$ cat src/rtl/mem_arbiter.sv
// Shares one synchronous-read memory port between instruction fetch and data access.
// Data has fixed priority, but fetch wins after STARVE_MAX consecutive losses; read data returns one cycle after the grant.
module mem_arbiter #(
  parameter int DBITS      = 16,
  parameter int ABITS      = 12,
  parameter int STARVE_MAX = 3
) (
  input  logic             CLK,
  input  logic             RST,
  input  logic             IREQ,
  input  logic [DBITS-1:0] IADDR,
  output logic             IGNT,
  output logic [DBITS-1:0] IRDATA,
  output logic             IVALID,
  input  logic             DREQ,
  input  logic             DWE,
  input  logic [DBITS-1:0] DADDR,
  input  logic [DBITS-1:0] DWDATA,
  output logic             DGNT,
  output logic [DBITS-1:0] DRDATA,
  output logic             DVALID,
  output logic             DINRANGE,
  output logic [ABITS-1:0] MADDR,
  output logic [DBITS-1:0] MDIN,
  output logic             MWE,
  input  logic [DBITS-1:0] MDOUT
);

  localparam logic [2:0] SMAX = 3'(STARVE_MAX);

  typedef enum logic [1:0] {
    OWN_NONE  = 2'd0,
    OWN_FETCH = 2'd1,
    OWN_DATA  = 2'd2
  } owner_t;

  owner_t     owner;
  logic       rd;
  logic [2:0] starve_cnt;
  logic       inr;
  logic       fetch_wins;
  logic       unused_addr_bits;

  assign inr        = (DADDR[DBITS-1:ABITS+1] == '0);
  assign fetch_wins = (starve_cnt == SMAX);
  assign unused_addr_bits = ^{IADDR[DBITS-1:ABITS+1], IADDR[0], DADDR[0]};

  // An out-of-range data access never touches memory, so fetch can share its cycle.
  always_comb begin
    IGNT = 1'b0;
    DGNT = 1'b0;
    if (!RST) begin
      if (DREQ && !inr) begin
        DGNT = 1'b1;
        IGNT = IREQ;
      end else if (DREQ && IREQ) begin
        IGNT = fetch_wins;
        DGNT = !fetch_wins;
      end else begin
        DGNT = DREQ;
        IGNT = IREQ;
      end
    end
  end

  assign MADDR = (DGNT && inr) ? DADDR[ABITS:1] : IADDR[ABITS:1];
  assign MWE   = DGNT & DWE & inr;
  assign MDIN  = DWDATA;

  always_ff @(posedge CLK or posedge RST) begin
    if (RST) begin
      owner      <= OWN_NONE;
      rd         <= 1'b0;
      starve_cnt <= 3'd0;
      DINRANGE   <= 1'b0;
    end else begin
      if (IGNT)
        owner <= OWN_FETCH;
      else if (DGNT && inr)
        owner <= OWN_DATA;
      else
        owner <= OWN_NONE;
      rd <= !DWE;
      if (IGNT)
        starve_cnt <= 3'd0;
      else if (IREQ && starve_cnt != SMAX)
        starve_cnt <= starve_cnt + 3'd1;
      if (DGNT)
        DINRANGE <= inr;
    end
  end

  assign IVALID = !RST && (owner == OWN_FETCH);
  assign DVALID = !RST && (owner == OWN_DATA) && rd;
  assign IRDATA = (owner == OWN_FETCH) ? MDOUT : '0;
  assign DRDATA = (owner == OWN_DATA && rd) ? MDOUT : '0;

endmodule

$ cat config.mk
export PLATFORM = sky130hd
export DESIGN_NAME = mem_arbiter
export DESIGN_NICKNAME = d
export VERILOG_FILES = /design/src/rtl/mem_arbiter.sv
export SDC_FILE = /design/constraint.sdc
export NUM_CORES = 1
export LEC_CHECK = 0
export BUFFER_PORTS_ARGS = -buffer_cell sky130_fd_sc_hd__buf_2
export CAP_MARGIN = 5
export CORE_ASPECT_RATIO = 0.7
export CORE_MARGIN = 1
export CORE_UTILIZATION = 30
export DETAILED_ROUTE_END_ITERATION = 6
export PLACE_DENSITY = 0.9
export SYNTH_ARGS = -nofsm -noshare
export SYNTH_HDL_FRONTEND = slang
export SYNTH_SLANG_ARGS = --single-unit
$ cat constraint.sdc
create_clock -name CLK -period 2 [get_ports CLK]
set_clock_uncertainty 0.2 [all_clocks]
set_input_delay 0 -clock CLK [delete_from_list [all_inputs] [get_ports CLK]]
set_output_delay 0 -clock CLK [all_outputs]
set_load 0.02 [all_outputs]
Word level (Yosys, flattened, before mapping):

Index checks and enable logic that the tools add are counted.

* $add $sub $neg: 1
* multipliers: 0
* div/mod/pow operators: 0
* $lt $le $gt $ge: 0
* eq/ne operators: 4
* shift-type cells: 0
* mux-type cells: 13
* bitwise logic cells: 2
* reductions and logical operators: 14

Operators with widths (count)
* 16-bit 2-to-1 mux: 2
* 12-bit 2-to-1 mux: 1
* 1-bit logical AND: 8
* 1-bit 2-to-1 mux: 6
* 3-bit 2-to-1 mux: 2
* 1-bit zero test: 4
* 2-bit 2-to-1 mux: 2
* 3-bit by 1-bit adder with 3-bit output, second input constant: 1
* 3-bit by 2-bit equality test with 1-bit output, second input constant: 1
* 3-bit zero test: 1
* 3-bit by 2-bit != test with 1-bit output, second input constant: 1
* 1-bit bitwise AND: 2
* 2-bit by 1-bit equality test with 1-bit output, second input constant: 1
* 2-bit equality test, second input constant: 1
* 2-bit nonzero test: 1

* flip-flop bits (word level): 7
* bits in latches: 0
* memory bits (writable): 0
* bits in read-only memories: 0
* output and inout port bits: 66
* word-level logic and storage cells: 38
* memories kept: 0

Depth between registers and ports, before layout:

* depth after elaboration: 8
* gate-level depth with buffers: 6

Worst setup path after synthesis:

OpenSTA, ideal clock, no wires.

* path type: register to register
* from: register starve_cnt[0]
* to: register owner[0]
* arrival time: 1449 ps
* data required time: 1610 ps
* slack: 160 ps
* stages on the path, launching flop included: 5
* period minus slack after synthesis: 1840 ps
* path through: dfrtp_1 ha_1 ha_1 inv_1 a211oi_1

* longest elaborated chain between the ends: 5

Ends and longest elaborated chain
* from (decl): line 39 `logic [2:0] starve_cnt;`
* from (signal assigned): line 87 `starve_cnt <= starve_cnt + 3'd1;`
* 3-bit by 2-bit equality test with 1-bit output: line 45 `assign fetch_wins = (starve_cnt == SMAX);`
* 1-bit 2-to-1 mux: line 56 `end else if (DREQ && IREQ) begin`
* 1-bit 2-to-1 mux: line 53 `if (DREQ && !inr) begin`
* 1-bit 2-to-1 mux: line 52 `if (!RST) begin`
* via IGNT: line 12 `output logic IGNT,`
* 2-bit 2-to-1 mux: line 77 `if (IGNT)`
* to (signal assigned): line 78 `owner <= OWN_FETCH;`
* to (signal assigned): line 80 `owner <= OWN_DATA;`
* to (signal assigned): line 82 `owner <= OWN_NONE;`
* to (decl): line 37 `owner_t owner;`

The timed path passes the listed nets, and every way through them passes these cells.
A chain may end at the register's enable or synchronous reset.

Worst setup path after layout:

* from: register starve_cnt[1]
* to: output MADDR[5]

* longest elaborated chain between the ends: 7

Ends and longest elaborated chain
* 3-bit by 2-bit equality test with 1-bit output: line 45
* 1-bit zero test: line 58 `DGNT = !fetch_wins;`
* 1-bit 2-to-1 mux: line 56
* 1-bit 2-to-1 mux: line 53
* 1-bit 2-to-1 mux: line 52
* 1-bit logical AND: line 66 `assign MADDR = (DGNT && inr) ? DADDR[ABITS:1] : IADDR[ABITS:1];`
* 12-bit 2-to-1 mux: line 66
* to (decl): line 23 `output logic [ABITS-1:0] MADDR,`

Every way passes these cells.

==> impl_metrics.toml <==
[synth]
ys.flop_type = "dfrtp_1"
synth.distinct_cells = 27
postSynthAreaPerCell_um2 = 8.770
yosysWarnings = 0
yosys.area.top_type_share_pct = 22.88
synth_area_leaders = "and2_1, dfrtp_1, buf_4"
async_flop_share_pct = 100.0
netlist_area_um2 = 929.6
synth_top_area_cell = "and2_1"
synth_cells = 106
ys_seq_area_share_pct = 18.84
synth_common_cells = "and2_1, buf_4, mux2_4"
synth_edf_count = 0
synth.most_common_cell = "and2_1"
syn_nets = 177
ys_ff_latch = 7

[sta]
drv_slew = 0
setup_ws_ns = -0.04520
period_needed_ns = 2.045
period_share_pct = 102.3
fmax_ghz = 0.4890
slew_headroom_pct = 66.34
worst_pin_slew_ns = 0.5026
finalHoldViolations = 0
setup_viol = 12
setup_tns_ns = -0.4130
rsz0062_at_grt = "true"

[cts]
htree_levels = 1
path_clk_slew_ns = 0.04
cts_buffers = 3
cts_tree = "built"
cts_root_buf = "clkbuf_8"
clkSinkCount = 7
cts_buffer_depth = 2
clock_latency_ns = 0.23

[power_and_ir_drop]
power.density_nw_per_um2 = 440.0
vdd_drop_max_v = 0.0002074
power.switching_uw = 269.6
seqPwrFrac_pct = 22.7
clockPowerShare_pct = 25.1
leakagePower_nw = 1.038
p_int_uw = 521.6
p_sw_share_pct = 34.07
p_comb_share_pct = 52.2

[global_routing]
grt_pass1_wl_um = 4788
first_global_vias = 1062
grt_overflow_total = 0
antenna_found_initial = 0
grtUsageTotal_pct = 19.43
grt_max_degree = 18

[cells_and_area]
area_delta_synth_final_pct = 93.40
layout-drive-gt1-share_pct = 59.91
n_fill_cell = 236
fin_nets = 289
diodes = 0
fin_cells = 253

[hold_path]
hold_path.class = "input port to flip-flop"

[outcome]
violations = "setup timing"
status = "complete, but fails checks"

[floorplan]
rows = 16
initial_core_util_pct = 32.47
ios = 135
core_region_area_um2 = 2863
die_w_um = 68.54
die_h_um = 48.58
dieArea_um2 = 3329

[critical_path]
slowest_stage = "dfrtp_1"
cp_cell_sequence = "ha_4 > ha_4 > inv_4 > o2111ai_4 > buf_12 > mux2_4 > buf_6"
critPathRequiredTime_ns = 1.80
slowest_delay_ns = 0.38
path_class = "flip-flop to output pin"
cp_max_fo = 7
cpMostUsedCell = "ha_4"
worst_setup_path_end_kind = "output pin"
r2r_setup_slack_ns = 0.23
crit_path_start_kind = "flip-flop"
worst-endpoint-arrival_ns = 1.85

[flow_run]
maxCapViolations = 0

[placement]
dp_cells = 221
portBuffers = 97
gp_congestion = 0.8146
dp_slack_ns = 0.07811
place_hpwl_um = 1943

[drt]
met3WireLength_um = 250
viasPerCell = 4.443
met1_length_um = 1111
dr_total_vias = 1124
dr.pass1.iters = 4
met2_length_um = 1649
drt_iter0_markers = 10
drc = 0
ant_nets = 0
highest_layer = "met4"
routed_wl_um = 3080
wl_per_cell_um = 12.17
-- placed cells by master, fill, tap and decap left out, types with 2 or more instances in the layout --
cell / n
dlygate4sd3_1: 21
ha_4: 2
buf_2: 84
a21oi_1: 3
nand2_1: 2
nand2b_1: 2
mux2_4: 12
dfrtp_1: 7
inv_1: 4
buf_6: 12
a221o_1: 2
buf_4: 8
nor2_1: 2
clkbuf_8: 3
and2_1: 34
-- final timing paths --
kind                               start             to  cells past startpoint
min                                 DREQ       DINRANGE                      3
max                        starve_cnt[1]       MADDR[5]                      7
max reg2reg                starve_cnt[1]  starve_cnt[1]                      6
min reg2reg                     DINRANGE       DINRANGE                      1
min in group asynchronous            RST  starve_cnt[2]                      3
max in group asynchronous            RST             rd                      3
-- per-stage QoR --
step	instance area (um^2)	total power [mW]	util (%)	hold slack [ns]
after floorplan	929.6	0.3799	-	-0.2268
after global placement	1345	0.4318	46.98	-0.2215
after detailed placement	1345	0.4395	46.98	-0.2206
after CTS	1758	0.7499	61.41	0.008700
after global routing	1798	0.8356	62.81	0.04098
final	1798	0.7911	62.81	0.007289
-- registers in the layout, summed over array words and instances, names as in the netlist --
register	count
rd	1
DINRANGE	1
starve_cnt	3
owner	2
-- cell type report --
type | instances | area [um^2] | area share [%]
sequential | 7 | 175.2 | 9.743
tap | 36 | 45.04 | 2.505
timing repair buffer | 127 | 873.3 | 48.57
inverter | 6 | 25.02 | 1.392
multi-input combinational | 73 | 634.4 | 35.28
clock buffer | 4 | 45.04 | 2.505
-- kinds of logic after synthesis --
logic type | after synthesis | share of synthesized area, %
mux | 12 | 17.77
compound gates | 12 | 11.31
buf+inv | 26 | 17.77
flops | 7 | 18.84
simple gates | 47 | 31.63
fa+ha+maj | 2 | 2.691
-- timing repair --
item | 4_1_cts | 5_1_grt
hold buffers | 21 | 0
setup buffers | 3 | 3
cloned | 1 | 0
endpoints found under the setup margin | 12 | 30
gates resized for setup | 34 | 4
hold endpoints to repair | 28 | 0
pin swaps | 3 | 1
-- critical path, delay by kind of cell, from the launching register on --
kind,cells,cell delay [ns]
muxes,1,0.31
AOI/OAI and AO/OA,1,0.27
DFF,1,0.38
adders and majority gates,2,0.31
buffers and inverters,3,0.34
-- metal layers --
layer / vias to the layer above / global-route usage, %
met5: - / 0
met4: 0 / 7.986
met3: 9 / 5.189
met2: 70 / 35.78
met1: 489 / 20.03
li1: 556 / -
-- power by group through the flow --
stage,registers [mW],clock network (mW),logic (mW)
after global routing,0.181,0.211,0.444
after global placement,0.179,0,0.253
after detailed placement,0.181,0,0.258
after CTS,0.175,0.201,0.374
final,0.180,0.198,0.413
after floorplan,0.180,0,0.200
Note: power is estimated with default switching activity, not from simulation.
